**src/rtl/password_entry_sequencer.sv**
```systemverilog
// rtl/password_entry_sequencer.sv - multi-digit code entry, ROM fetch, compare and per-user lockout
module password_entry_sequencer #(
    parameter int DIGITS         = 4,
    parameter int DIGIT_W        = 4,
    parameter int USER_W         = 2,
    parameter int MAX_FAILS      = 3,
    parameter int RESULT_CYCLES  = 4,
    parameter int LOCKOUT_CYCLES = 16,
    parameter int TIMEOUT_CYCLES = 32
) (
    input  logic                      clk,
    input  logic                      reset,
    input  logic [DIGIT_W-1:0]        userInp,
    input  logic                      userBtn,
    input  logic [USER_W-1:0]         userId,
    output logic                      rom_req,
    output logic [USER_W-1:0]         rom_addr,
    input  logic                      rom_ack,
    input  logic [DIGITS*DIGIT_W-1:0] rom_data,
    output logic                      accessGranted,
    output logic                      accessDenied,
    output logic                      locked,
    output logic                      busy
);
    localparam int CODE_W  = DIGITS * DIGIT_W;
    localparam int FAIL_W  = $clog2(MAX_FAILS + 1);
    localparam int CNT_W   = $clog2(DIGITS + 1);
    localparam int NUSERS  = 1 << USER_W;
    localparam int TMAX_A  = (RESULT_CYCLES > LOCKOUT_CYCLES) ? RESULT_CYCLES : LOCKOUT_CYCLES;
    localparam int TMAX    = (TMAX_A > TIMEOUT_CYCLES) ? TMAX_A : TIMEOUT_CYCLES;
    localparam int TIMER_W = $clog2(TMAX + 1);

    typedef enum logic [2:0] {
        IDLE, COLLECT, FETCH, COMPARE, GRANT, DENY, LOCKOUT
    } state_t;

    state_t              state, nextState;
    logic                btnPrev;
    logic [CNT_W-1:0]    cnt;
    logic [TIMER_W-1:0]  timer;
    logic [CODE_W-1:0]   entered, stored;
    logic [USER_W-1:0]   idReg;
    logic [FAIL_W-1:0]   failCnt [NUSERS];

    logic                press;
    logic                codeMatch;
    logic [FAIL_W-1:0]   failNext;
    logic [CODE_W-1:0]   shifted;

    assign press     = userBtn & ~btnPrev;
    assign codeMatch = (entered == stored);
    assign failNext  = failCnt[idReg] + FAIL_W'(1);
    // Truncating the concatenation drops the oldest digit and also covers DIGITS == 1.
    assign shifted   = CODE_W'({entered, userInp});
    assign rom_addr  = idReg;
    assign busy      = (state != IDLE);

    always_ff @(posedge clk or negedge reset) begin
        if (!reset) begin
            state <= IDLE;
        end else begin
            state <= nextState;
        end
    end

    always_comb begin
        nextState     = state;
        rom_req       = 1'b0;
        accessGranted = 1'b0;
        accessDenied  = 1'b0;
        locked        = 1'b0;
        case (state)
            IDLE: begin
                if (press) nextState = (DIGITS == 1) ? FETCH : COLLECT;
            end
            COLLECT: begin
                if (press) begin
                    if (cnt == CNT_W'(DIGITS - 1)) nextState = FETCH;
                end else if (timer == TIMER_W'(TIMEOUT_CYCLES - 1)) begin
                    nextState = IDLE;
                end
            end
            FETCH: begin
                rom_req = 1'b1;
                if (rom_ack) nextState = COMPARE;
            end
            COMPARE: begin
                if (codeMatch)                           nextState = GRANT;
                else if (failNext == FAIL_W'(MAX_FAILS)) nextState = LOCKOUT;
                else                                     nextState = DENY;
            end
            GRANT: begin
                accessGranted = 1'b1;
                if (timer == TIMER_W'(RESULT_CYCLES - 1)) nextState = IDLE;
            end
            DENY: begin
                accessDenied = 1'b1;
                if (timer == TIMER_W'(RESULT_CYCLES - 1)) nextState = IDLE;
            end
            LOCKOUT: begin
                locked       = 1'b1;
                accessDenied = 1'b1;
                if (timer == TIMER_W'(LOCKOUT_CYCLES - 1)) nextState = IDLE;
            end
            default: nextState = IDLE;
        endcase
    end

    // The timer restarts on every state change and on each digit press while collecting.
    always_ff @(posedge clk or negedge reset) begin
        if (!reset) begin
            btnPrev <= 1'b0;
            cnt     <= '0;
            timer   <= '0;
            entered <= '0;
            stored  <= '0;
            idReg   <= '0;
            for (int u = 0; u < NUSERS; u++) failCnt[u] <= '0;
        end else begin
            btnPrev <= userBtn;
            if ((nextState != state) || (press && state == COLLECT)) timer <= '0;
            else                                                      timer <= timer + TIMER_W'(1);
            case (state)
                IDLE: begin
                    if (press) begin
                        idReg   <= userId;
                        entered <= shifted;
                        cnt     <= CNT_W'(1);
                    end
                end
                COLLECT: begin
                    if (press) begin
                        entered <= shifted;
                        cnt     <= cnt + CNT_W'(1);
                    end
                end
                FETCH: begin
                    if (rom_ack) stored <= rom_data;
                end
                COMPARE: begin
                    failCnt[idReg] <= codeMatch ? '0 : failNext;
                end
                LOCKOUT: begin
                    if (nextState == IDLE) failCnt[idReg] <= '0;
                end
                default: ;
            endcase
        end
    end
endmodule

```
**config.mk**
```make
export PLATFORM = sky130hd
export DESIGN_NAME = password_entry_sequencer
export DESIGN_NICKNAME = d
export VERILOG_FILES = /design/src/rtl/password_entry_sequencer.sv
export SDC_FILE = /design/constraint.sdc
export NUM_CORES = 1
export LEC_CHECK = 0
export ABC_CLOCK_PERIOD_IN_PS = 3300
export CORE_AREA = 3 3 92 94
export DETAILED_ROUTE_END_ITERATION = 10
export DIE_AREA = 0 0 95 97
export PLACE_DENSITY = 0.63
export SETUP_SLACK_MARGIN = 0.02
export SKIP_LAST_GASP = 1
export SLEW_MARGIN = 30
export SYNTH_ARGS = -nofsm -noshare
export SYNTH_HDL_FRONTEND = slang
export SYNTH_SLANG_ARGS = --single-unit
```
**constraint.sdc**
```tcl
create_clock -name clk -period 3.3 [get_ports clk]
set_input_delay 0.33 -clock clk [delete_from_list [all_inputs] [get_ports clk]]
set_output_delay 0.33 -clock clk [all_outputs]
set_load 0.03 [all_outputs]
```
[Word-level counts from Yosys, hierarchy flattened]
Cells that the tools add are included.
Word-level totals
  register bits: 55
  input port bits: 26
  output and inout bits: 7
Cells by class
  $add $sub $neg: 3
  order comparisons: 2
  eq/ne operators: 16
  mux-type cells: 27
  bitwise gates (word level): 5
  reduce and logical (&&, ||, !) cells: 16
Operators with widths (count)
  $mux W3: 9
  $pmux W3 S6: 1
  $eq A16 B16 Y1: 1
  $pmux W8 S2: 1
  $mux W2: 6
  $eq A3 B2 Y1 const B: 3
  $eq A3 B3 Y1 const B: 3
  $and A8 B8 Y8: 1
  $bwmux W8: 1
  $mux W8: 1
  $not A8 Y8: 1
  $reduce_and A2 Y1: 4
  $add A6 B1 Y6 const B: 1
  $eq A6 B2 Y1 const B: 1
  $eq A6 B4 Y1 const B: 1
  $eq A6 B5 Y1 const B: 1
  $logic_not A3 Y1: 2
  $mux W6: 1
  $ne A2 B2 Y1 const B: 3
  $pmux W3 S2: 1
  $reduce_or A2 Y1: 3
  $bmux W2 S2: 1
  $demux W2 S2: 1
  $mux W1: 4
  other kinds (15): 17

[Longest topological paths before layout]
  depth in word-level cells: 12
  depth in mapped cells: 7

[Worst setup path before layout]
OpenSTA, ideal clock, no wires.
  kind: reg-to-reg
  from: reg idReg[0], in the netlist rom_addr[0]
  to: reg failCnt[1] (netlist bit)
  data arrival time: 1868 ps
  required time: 3234 ps
  slack: 1366 ps
  stages on the path, launching flop included: 6
  buffers on the path: 0
  clock period less this slack: 1934 ps
  cells stage by stage: dfrtp_1 -> mux4_2 -> inv_1 -> ha_1 -> nor3_2 -> a22o_1
Between the ends
  word-level cells in the longest chain between the ends: 12
  elaborated cells on any way between the ends: 23
  those cells by class: 1 x add/sub; 2 x order compare; 2 x eq/ne; 12 x mux; 3 x bitwise; 3 x reduce/logical
RTL lines
  start: declaration: RTL line 42  | logic [USER_W-1:0] idReg;
  start signal: assignment: RTL line 126  | idReg <= userId;
  $not A2 Y3 *: RTL line 52, 141, 144
  $bmux W2 S2: RTL line 52  | assign failNext = failCnt[idReg] + FAIL_W'(1);
  $mux W2 (not written as such) (2 in series): RTL line 52
  $add A2 B1 Y2: RTL line 52
  $eq A2 B2 Y1: RTL line 89  | else if (failNext == FAIL_W'(MAX_FAILS)) nextState = LOCKOUT;
  $mux W2: RTL line 89
  $mux W2: RTL line 88  | if (codeMatch) nextState = GRANT;
  $pmux W3 S6: RTL line 72  | case (state)
  $logic_not A3 Y1: RTL line 144  | if (nextState == IDLE) failCnt[idReg] <= '0;
  $ne A2 B2 Y1 (no source line)
  $reduce_and A2 Y1 (no source line)
  end signal: indexed assignment: RTL line 141  | failCnt[idReg] <= codeMatch ? '0 : failNext;
  end: declaration: RTL line 43  | logic [FAIL_W-1:0] failCnt [NUSERS];
Every way passes the cells marked *; elsewhere a longest branch is shown, timed or not. The select of a mux whose other input is x is not followed.
A chain may end at the register's enable or synchronous reset.

[Worst setup path after layout]
  from: reg state[1]
  to: out accessDenied
Between the ends
  word-level cells in the longest chain between the ends: 3
  elaborated cells on any way between the ends: 4
  those cells by class: 2 x eq/ne; 1 x mux; 1 x reduce/logical
RTL lines
  start: declaration: RTL line 37  | state_t state, nextState;
  start signal: assignment: RTL line 62  | state <= nextState;
  $eq A3 B3 Y1: RTL line 72
  $reduce_or A2 Y1 (no source line) *
  $mux W1 *: RTL line 72
  end: declaration: RTL line 21  | output logic accessDenied,
Every way passes the cells marked *; elsewhere a longest branch is shown, timed or not.

==> results.yml <==
setup_path:
  critPathCaptureType: "primary output"
  cp-start-kind: "flip-flop"
  critPathArrivalTime_ns: 2.11
  cp.required_ns: 2.97
  cp_slowest_cell: "dfrtp_1"
  critPathMaxStageDelay_ns: 0.72
  worstSetupPathType: "reg -> out"
  path_cells: "nor2b_4 > o21a_1 > clkdlybuf4s50_1"
  path_max_fanout: 18
clocking:
  cts_tree: "yes"
  clk_pin_slew_ns: 0.10
  htreeDepth: 2
  postCtsHoldBufs: 0
  ctsResizeCount: 0
  clock-root-buffer: "clkbuf_8"
  numCtsBuffers: 5
  cts_buffer_depth: 2
  cts_sinks: 55
  post-cts-setup-buffers: 0
  clk_latency_ns: 0.31
finish:
  layout.cells.non_filler: 348
  num_antenna_cells: 0
  post-route-util: 0.409
  fill_cells: 746
  areaGrowthSynthToFinish_pct: 18.4
  final_cell_mix: "dfrtp_1, clkdlybuf4s50_1, mux2_2, xor2_1, nand3_1"
  drive_gt1_frac: 0.203
  layout_commonest_cell: "dfrtp_1"
  nets: 275
detailed_routing:
  antenna_left: 0
  drt_wl_total_um: 4960
  first_iter_violations: 59
  vias: 1750
  detail_route.wl_per_cell_um: 14.3
  first_pass_iters: 4
  vias_per_cell: 5.03
  drc: 0
power:
  p_sw_mw: 1.02
  pwr-share-seq: 0.468
  switching_share: 0.376
  combPwrFrac: 0.393
  ir_drop_mv: 0.348
  p_int_mw: 1.68
  power_leakage_nw: 1.33
  pwr-share-clk: 0.139
  power_density_nw_per_um2: 854
sta:
  timing.fmax_mhz: 410
  finalCritPeriodShare: 0.740
  hold_viol: 0
  period_minus_slack_ns: 2.44
  skew_ns: 0.00490
  slew_headroom: 0.453
  hold_ws_ns: 0.105
  setup_ws_ns: 0.859
  slew_viol_final: 0
  finalSetupTns_ns: 0
  rsz0062_at_grt: "false"
  setup_viol: 0
  worst_pin_slew_ns: 0.821
logic_synthesis:
  yosys.area.top_type_share: 0.516
  synth_area_per_cell_um2: 12.6
  ys_ff_latch: 55
  syn_area_um2: 2670
  synth_area_leaders: "dfrtp_1, mux2_2, xor2_1"
  synthCells: 212
  ys_types: 45
  syn_nets: 242
  yosysSeqAreaShare: 0.516
  ys_warn_count: 0
  yosysTopAreaCell: "dfrtp_1"
worst_hold_path:
  hold_class: "in -> async"
die:
  io_pins: 33
  die_w_um: 95
  num_rows: 32
  die_h_um: 97
  die-area_um2: 9220
  coreArea_um2: 7730
  initial_core_util: 0.345
placement:
  dp.cells: 340
  place.gp.congestion: 0.789
  place_worst_setup_slack_ns: 1.04
  port_buffers: 32
  place_hpwl_um: 3640
global_routing:
  grt_first_pass_wirelength_um: 8630
  track_usage: 0.117
  grt_pass1_vias: 1807
  grt_max_degree: 37
  antenna_found_initial: 0
  overflow: 0
flow_run:
  cap_violations: 0
status:
  status: "finished, final reports clean"
-- power groups by stage --
stage	clock, mW	combinational, mW	sequential, mW
2_1_floorplan	0	0.878	1.18
3_3_place_gp	0	1.06	1.27
3_5_place_dp	0	1.07	1.29
4_1_cts	0.391	1.08	1.27
5_1_grt	0.417	1.18	1.32
6_report	0.375	1.06	1.26
-- stage by stage --
stage	power (mW)	cell area, um2
after CTS	2.74	3160
after global placement	2.33	3070
final	2.70	3160
after floorplan	2.06	2670
after detailed placement	2.36	3070
after global routing	2.92	3160
-- layer usage --
| metal | routed length (um) | track usage |
|---|---|---|
| met2 | 2470 | 0.193 |
| met1 | 2240 | 0.151 |
| met4 | 74 | 0.0377 |
| met5 | 0 | 0 |
| met3 | 177 | 0.0233 |
-- state kept, by name (all words and copies together), names as in the netlist --
register	count
btnPrev	1
cnt	3
entered	16
failCnt	8
rom_addr	2
state	3
stored	16
timer	6
-- critical path, delay by kind of cell, from the launching register on --
family	cells	cell delay, ns
flops	1	0.72
simple gates	1	0.28
buf+inv	1	0.67
compound gates	1	0.14
-- Yosys cell counts (all sizes together) --
cell type and n:
mux2 35, xnor2 3, xor2 17, and2 1, inv 6, o221ai 1
nand2 5, nor3 4, o21ai 7, nor4 9, a31oi 3, ha 4
and4 1, mux4 2, and2b 1, nand2b 2, nand3 9, buf 6
nor2b 6, o21a 2, clkbuf 2, nand3b 2, mux2i 1, a21oi 1
nand4b 1, nand4 1, or3 1, nor3b 2, a22o 4, o311ai 2
a32o 4, and3 1, dfrtp 55, nor2 10, a21o 1
-- area by class of cell --
| class | count | area, um2 | area share |
|---|---|---|---|
| clock buffers | 5 | 68.8 | 0.0218 |
| clock inverters | 3 | 18.8 | 0.00594 |
| inverters | 6 | 22.5 | 0.00713 |
| multi-input cells | 143 | 1210 | 0.384 |
| flip-flops and latches | 55 | 1380 | 0.436 |
| well taps | 102 | 128 | 0.0404 |
| repair buffers | 34 | 330 | 0.105 |
-- final timing paths --
kind                           from      endpoint  slack, ns  cells past startpoint
setup / recovery           state[1]  accessDenied       0.86                      3
hold / removal                reset     stored[0]       0.10                      1
setup reg to reg           state[1]     stored[1]       1.10                      3
hold reg to reg            timer[0]      timer[0]       0.48                      1
max in group asynchronous     reset   entered[12]       2.43                      2
min in group clk           timer[0]      timer[0]       0.48                      1
-- kinds of logic after synthesis --
| logic type | synth area share |
|---|---|
| XOR/XNOR | 0.0657 |
| AO/OA/AOI/OAI | 0.0736 |
| multiplexers | 0.168 |
| buffers and inverters | 0.0291 |
| adder cells (fa/ha/maj) | 0.0188 |
| AND/OR/NAND/NOR | 0.129 |
| flip-flops | 0.516 |
Power figures use the tool's default switching activity.
